===== src/rtl/c4_serial_sched.sv =====
// c4_serial_sched: two-requester round-robin scheduler for a WIDTH-bit
// serial shift link. A granted frame shifts tx out MSB first while shifting
// sdi into the receive register. One DONE cycle follows the frame.
module c4_serial_sched #(
   parameter int WIDTH = 8
) (
   input  logic             n_clk,
   input  logic             rst,
   input  logic             req0,
   input  logic             req1,
   input  logic [WIDTH-1:0] data0,
   input  logic [WIDTH-1:0] data1,
   input  logic             abort,
   input  logic             sdi,
   output logic             gnt0,
   output logic             gnt1,
   output logic             m,
   output logic             sdo,
   output logic [WIDTH-1:0] rx_data,
   output logic             done,
   output logic             done_id,
   output logic             busy
);

   localparam int CW = (WIDTH > 1) ? $clog2(WIDTH) : 1;

   typedef enum logic [1:0] {IDLE, SHIFT, DONE} state_t;

   state_t           state_q;
   logic [WIDTH-1:0] tx_q;
   logic [WIDTH-1:0] rx_q;
   logic [WIDTH-1:0] rx_data_q;
   logic [CW-1:0]    cnt_q;
   logic             owner_q;
   logic             last_q;     // 1 = requester 1 was granted last
   logic             done_id_q;
   logic             gnt0_q;
   logic             gnt1_q;
   logic             win_d;

   // Round-robin winner: a lone request wins, a tie goes to the one not granted last.
   always_comb begin
      win_d = (req0 && req1) ? ~last_q : req1;
   end

   // Scheduler FSM and shift datapath; all state moves on the falling edge.
   always_ff @(negedge n_clk) begin
      if (!rst) begin
         state_q   <= IDLE;
         tx_q      <= '0;
         rx_q      <= '0;
         rx_data_q <= '0;
         cnt_q     <= '0;
         owner_q   <= 1'b0;
         last_q    <= 1'b1;
         done_id_q <= 1'b0;
         gnt0_q    <= 1'b0;
         gnt1_q    <= 1'b0;
      end else begin
         gnt0_q <= 1'b0;
         gnt1_q <= 1'b0;
         case (state_q)
            IDLE: begin
               if (req0 || req1) begin
                  state_q <= SHIFT;
                  tx_q    <= win_d ? data1 : data0;
                  cnt_q   <= '0;
                  owner_q <= win_d;
                  last_q  <= win_d;
                  gnt0_q  <= ~win_d;
                  gnt1_q  <= win_d;
               end
            end
            SHIFT: begin
               // Abort drops the frame silently; the pointer keeps the aborted grant.
               if (abort) begin
                  state_q <= IDLE;
               end else begin
                  tx_q  <= {tx_q[WIDTH-2:0], 1'b0};
                  rx_q  <= {rx_q[WIDTH-2:0], sdi};
                  cnt_q <= cnt_q + CW'(1);
                  if (cnt_q == CW'(WIDTH - 1)) begin
                     state_q   <= DONE;
                     rx_data_q <= {rx_q[WIDTH-2:0], sdi};
                     done_id_q <= owner_q;
                  end
               end
            end
            DONE:    state_q <= IDLE;
            default: state_q <= IDLE;
         endcase
      end
   end

   assign m       = (state_q == SHIFT);
   assign sdo     = m & tx_q[WIDTH-1];
   assign busy    = (state_q != IDLE);
   assign done    = (state_q == DONE);
   assign gnt0    = gnt0_q;
   assign gnt1    = gnt1_q;
   assign rx_data = rx_data_q;
   assign done_id = done_id_q;

endmodule


===== config.mk =====
export PLATFORM = sky130hd
export DESIGN_NAME = c4_serial_sched
export DESIGN_NICKNAME = d
export VERILOG_FILES = /design/src/rtl/c4_serial_sched.sv
export SDC_FILE = /design/constraint.sdc
export NUM_CORES = 1
export LEC_CHECK = 0
export BUFFER_PORTS_ARGS = -buffer_cell sky130_fd_sc_hd__buf_2
export CORE_MARGIN = 1.5
export CORE_UTILIZATION = 47
export DETAILED_ROUTE_END_ITERATION = 12
export PLACE_DENSITY = 0.72
export SLEW_MARGIN = 20
export SYNTH_ARGS = -nofsm -noshare
export SYNTH_HDL_FRONTEND = slang
export SYNTH_SLANG_ARGS = --single-unit

===== constraint.sdc =====
create_clock -name n_clk -period 1.2 [get_ports n_clk]
set_input_delay 0.24 -clock n_clk [delete_from_list [all_inputs] [get_ports n_clk]]
set_output_delay 0.24 -clock n_clk [all_outputs]
set_load 0.05 [all_outputs]

* Word level (Yosys, flattened, before mapping) *
Index checks and enable logic that the tools add are counted.

cells by class
  add/sub/neg operators = 1
  multiplexer cells = 12
  reduce and logical (&&, ||, !) cells = 11
  bitwise logic cells = 4
  eq/ne operators = 6

operators with widths
  kind                   number
  $mux W8                3
  $pmux W8 S2            1
  $reduce_and A3 Y1      3
  $mux W2                3
  $mux W3                2
  $pmux W3 S2            1
  $reduce_and A2 Y1      3
  $ne A2 B2 Y1 const B   2
  $pmux W2 S2            1
  $reduce_bool A2 Y1     2
  $add A3 B1 Y3 const B  1
  $eq A3 B3 Y1 const B   1
  $ne A3 B2 Y1 const B   1
  $not A1 Y1             3
  $eq A2 B1 Y1 const B   1
  $eq A2 B2 Y1 const B   1
  $logic_not A2 Y1       1
  $and A1 B1 Y1          1
  $logic_and A1 B1 Y1    1
  $logic_or A1 B1 Y1     1
  $mux W1                1

storage, ports and cells
  output and inout bits = 15
  flip-flop bits (word level) = 33
  logic and storage cells = 44
  input port bits = 22

* Longest topological paths before layout *
  depth in word-level cells = 5
  gate-level depth with buffers = 6
  depth with buffers taken out = 5

==> impl_metrics.toml <==
[die]
core_area_mm2 = 0.00303
dieArea_mm2 = 0.00349
io_pins = 37
initial_core_util = 0.488
die_height_um = 59.1
die_w_um = 59.1
rows = 20

[cts]
clk_latency_ns = 0.46
clkSinkCount = 33
htreeDepth = 2
clockBufferDepth = 2
clkTransAtPathRegs_ns = 0.08
clock-root-buffer = "clkbuf_4"
tritoncts = "built"
cts_hold_buf = 0
cts_buffers = 5

[place]
io_buffers = 36
dp_hpwl_mm = 2.69
gp_congestion = 0.843
dpl.cell_count = 270

[synthesis]
syn_area_mm2 = 0.00148
ys_ff_latch = 33
post-synth-top-count-cell = "nand2_1"
synth.cells.most_frequent = "nand2_1 (35), dfxtp_1 (33), a21oi_1 (21)"
synth_fa_ha_area_frac = 0.0169
yosys.area_share.simple = 0.251
synth_nets = 197
synth_top_family_by_area = "simple AND/OR/NAND/NOR gates"
async_flop_share = 0
synth.distinct_cells = 35
yosys_warnings = 0
synth.area.mux_share = 0.00677
synth.avg_cell_area_um2 = 8.55
synth_xor_area_frac = 0
synth-main-ff-cell = "dfxtp_1"
ys_seq_area_frac = 0.447
yosysTopAreaCell = "dfxtp_1"
syn_inst = 173
synth-compound-area-share = 0.217
synth_area_leaders = "dfxtp_1 (45%), nand2_1 (8.9%), a21oi_1 (7.1%)"
synth_top_area_share = 0.447
synth-edff-count = 0

[final_layout]
synthToLayoutAreaGrowth_pct = 86.6
layout-drive-gt1-share = 0.585
nets = 300
n_antenna_cell = 0
fin_cells = 321

[setup_path]
crit_path_end_kind = "output port"
crit_fanout = 4
worst-path-buf-inv = 2
cpMaxStageDelayCell = "dfxtp_4"
path_class = "register to output port"
critPathArrivalTime_ns = 1.83
worst_path_largest_cell_delay_ns = 0.37
critPathLaunchType = "register"
reg2reg_slack_ns = -0.47
cp.required_ns = 0.96
crit_family = "flip-flops"
crit_chain = "buf_4 -> nor2b_4 -> buf_6"

[power_and_ir_drop]
p_leak_nw = 1.23
intPower_mw = 1.96
power.share.combinational = 0.180
swShare = 0.388
power.switching_mw = 1.24
power-per-cell-area_mw_per_mm2 = 1160
totalPowerFinal_mw = 3.21
peakVddDrop_mv = 0.925
clkPwrFrac = 0.462
seqPwrFrac = 0.359

[route]
vias = 1961
drc_errors = 0
drtIter0Drc = 216
drt_pass1_iterations = 5
via_per_inst = 6.11
wirelength_mm = 6.81
antenna_left = 0
routedWlPerCell_um = 21.2

[sta]
setup_ws_ns = -0.872
hold_viol = 0
worst_slew_pin_slew_ns = 0.305
setup_tns_ns = -17.36
slew_headroom = 0.794
finalSetupViolCount = 44
fin_skew_ns = 0.0598
grt_setup_unrepaired = "yes"
timing.final.max_slew_violations = 0

[worst_hold_path]
hp-class = "register to register"

[grt]
grt_usage = 0.320
grt_overflow = 0
grt_max_degree = 19
antenna_found_initial = 0
grt_pass1_vias = 1861
grt_first_pass_wirelength_mm = 8.35

[outcome]
outcome = "finished, violations left"
violations = "negative setup slack"

[job]
cap_violations = 0
routing by layer:
metal | GRT usage | vias to the layer above | wire [um]
met2 | 0.575 | 164 | 3400
met5 | 0 | - | 0
met3 | 0.116 | 40 | 591
li1 | - | 821 | -
met1 | 0.312 | 936 | 2500
met4 | 0.188 | 0 | 319
layout make-up:
class / count / area [um^2]
clock buffer: 5 / 37.5
clock inverter: 36 / 164
fill: 120 / 268
inverter: 3 / 18.8
multi-input combinational: 123 / 1030
sequential: 33 / 714
tap: 44 / 55.1
timing repair buffer: 77 / 741
stage by stage:
stage | hold WS [ns] | setup slack (ns) | area (um^2) | utilization
after floorplan | 0.426 | -0.815 | 1590 | -
after global placement | 0.436 | -0.603 | 1970 | 0.650
after detailed placement | 0.446 | -0.624 | 1970 | 0.650
after CTS | 0.456 | -0.826 | 2550 | 0.843
after global routing | 0.476 | -0.882 | 2760 | 0.912
final | 0.462 | -0.872 | 2760 | 0.912
power by group through the flow:
| stage | clock, mW | sequential [mW] | combinational, mW |
|---|---|---|---|
| 3_5_place_dp | 0.172 | 1.16 | 0.386 |
| 3_3_place_gp | 0.172 | 1.16 | 0.373 |
| 5_1_grt | 1.57 | 1.15 | 0.592 |
| 2_1_floorplan | 0.172 | 1.17 | 0.229 |
| 6_report | 1.48 | 1.15 | 0.577 |
| 4_1_cts | 1.30 | 1.15 | 0.481 |
logic make-up (layout without fill, tap and decap cells):
logic type,after synthesis,after routing
and+or+nand+nor,68,68
AOI/OAI and AO/OA,52,52
buffers and inverters,17,121
DFF,33,33
muxes,1,1
adders and majority gates,2,2
sequential cells by signal, indices dropped and copies added, names as in the netlist:
| name | flops |
|---|---|
| last_q | 1 |
| gnt0 | 1 |
| rx_q | 7 |
| rx_data | 8 |
| cnt_q | 3 |
| tx_q | 8 |
| gnt1 | 1 |
| state_q | 2 |
| owner_q | 1 |
| done_id | 1 |
what timing repair did:
| item | in CTS | in global routing |
|---|---|---|
| endpoints found under the setup margin | 43 | 45 |
| pin swaps | 15 | 25 |
| resized for setup | 86 | 58 |
| gates cloned | 3 | 0 |
| hold endpoints to repair | 0 | 0 |
| setup buffers | 6 | 2 |
worst reg2reg max path, cell delays in order, from the launching register on:
cell and delay [ns]:
dfxtp_4 0.37, buf_4 0.14, buf_6 0.12, buf_8 0.13, buf_6 0.12, nor4bb_1 0.33, a22oi_1 0.15, a31oi_1 0.22
cell usage in the layout (no fill, tap or decap), types with 2 or more instances in the layout:
master      instances
a21oi_1             2
a21oi_2            19
a22oi_1             3
a31oi_1             6
a32oi_1             3
buf_12              3
buf_2              19
buf_4              23
buf_6              18
buf_8              14
clkbuf_4            5
clkinvlp_2          2
dfxtp_1            18
dfxtp_4            14
ha_4                2
inv_1              34
nand2_1            17
nand2_2            12
nand2_4             6
nand2b_1            2
nand3_1             4
nand4_1             2
nand4bb_1           2
nor2_1              2
nor2_2              3
nor2b_4             2
nor4bb_1            3
nor4bb_4            2
o21ai_0             3
o21ai_1             6
o21ai_2             2
worst paths after layout:
check | startpoint | cells past startpoint | to
worst min-delay path | rx_q[6] | 2 | rx_data[7]
worst min register to register | rx_q[6] | 2 | rx_data[7]
worst max register to register | state_q[0] | 7 | tx_q[2]
worst max-delay path | state_q[0] | 3 | done
(Power assumes the default switching activity.)
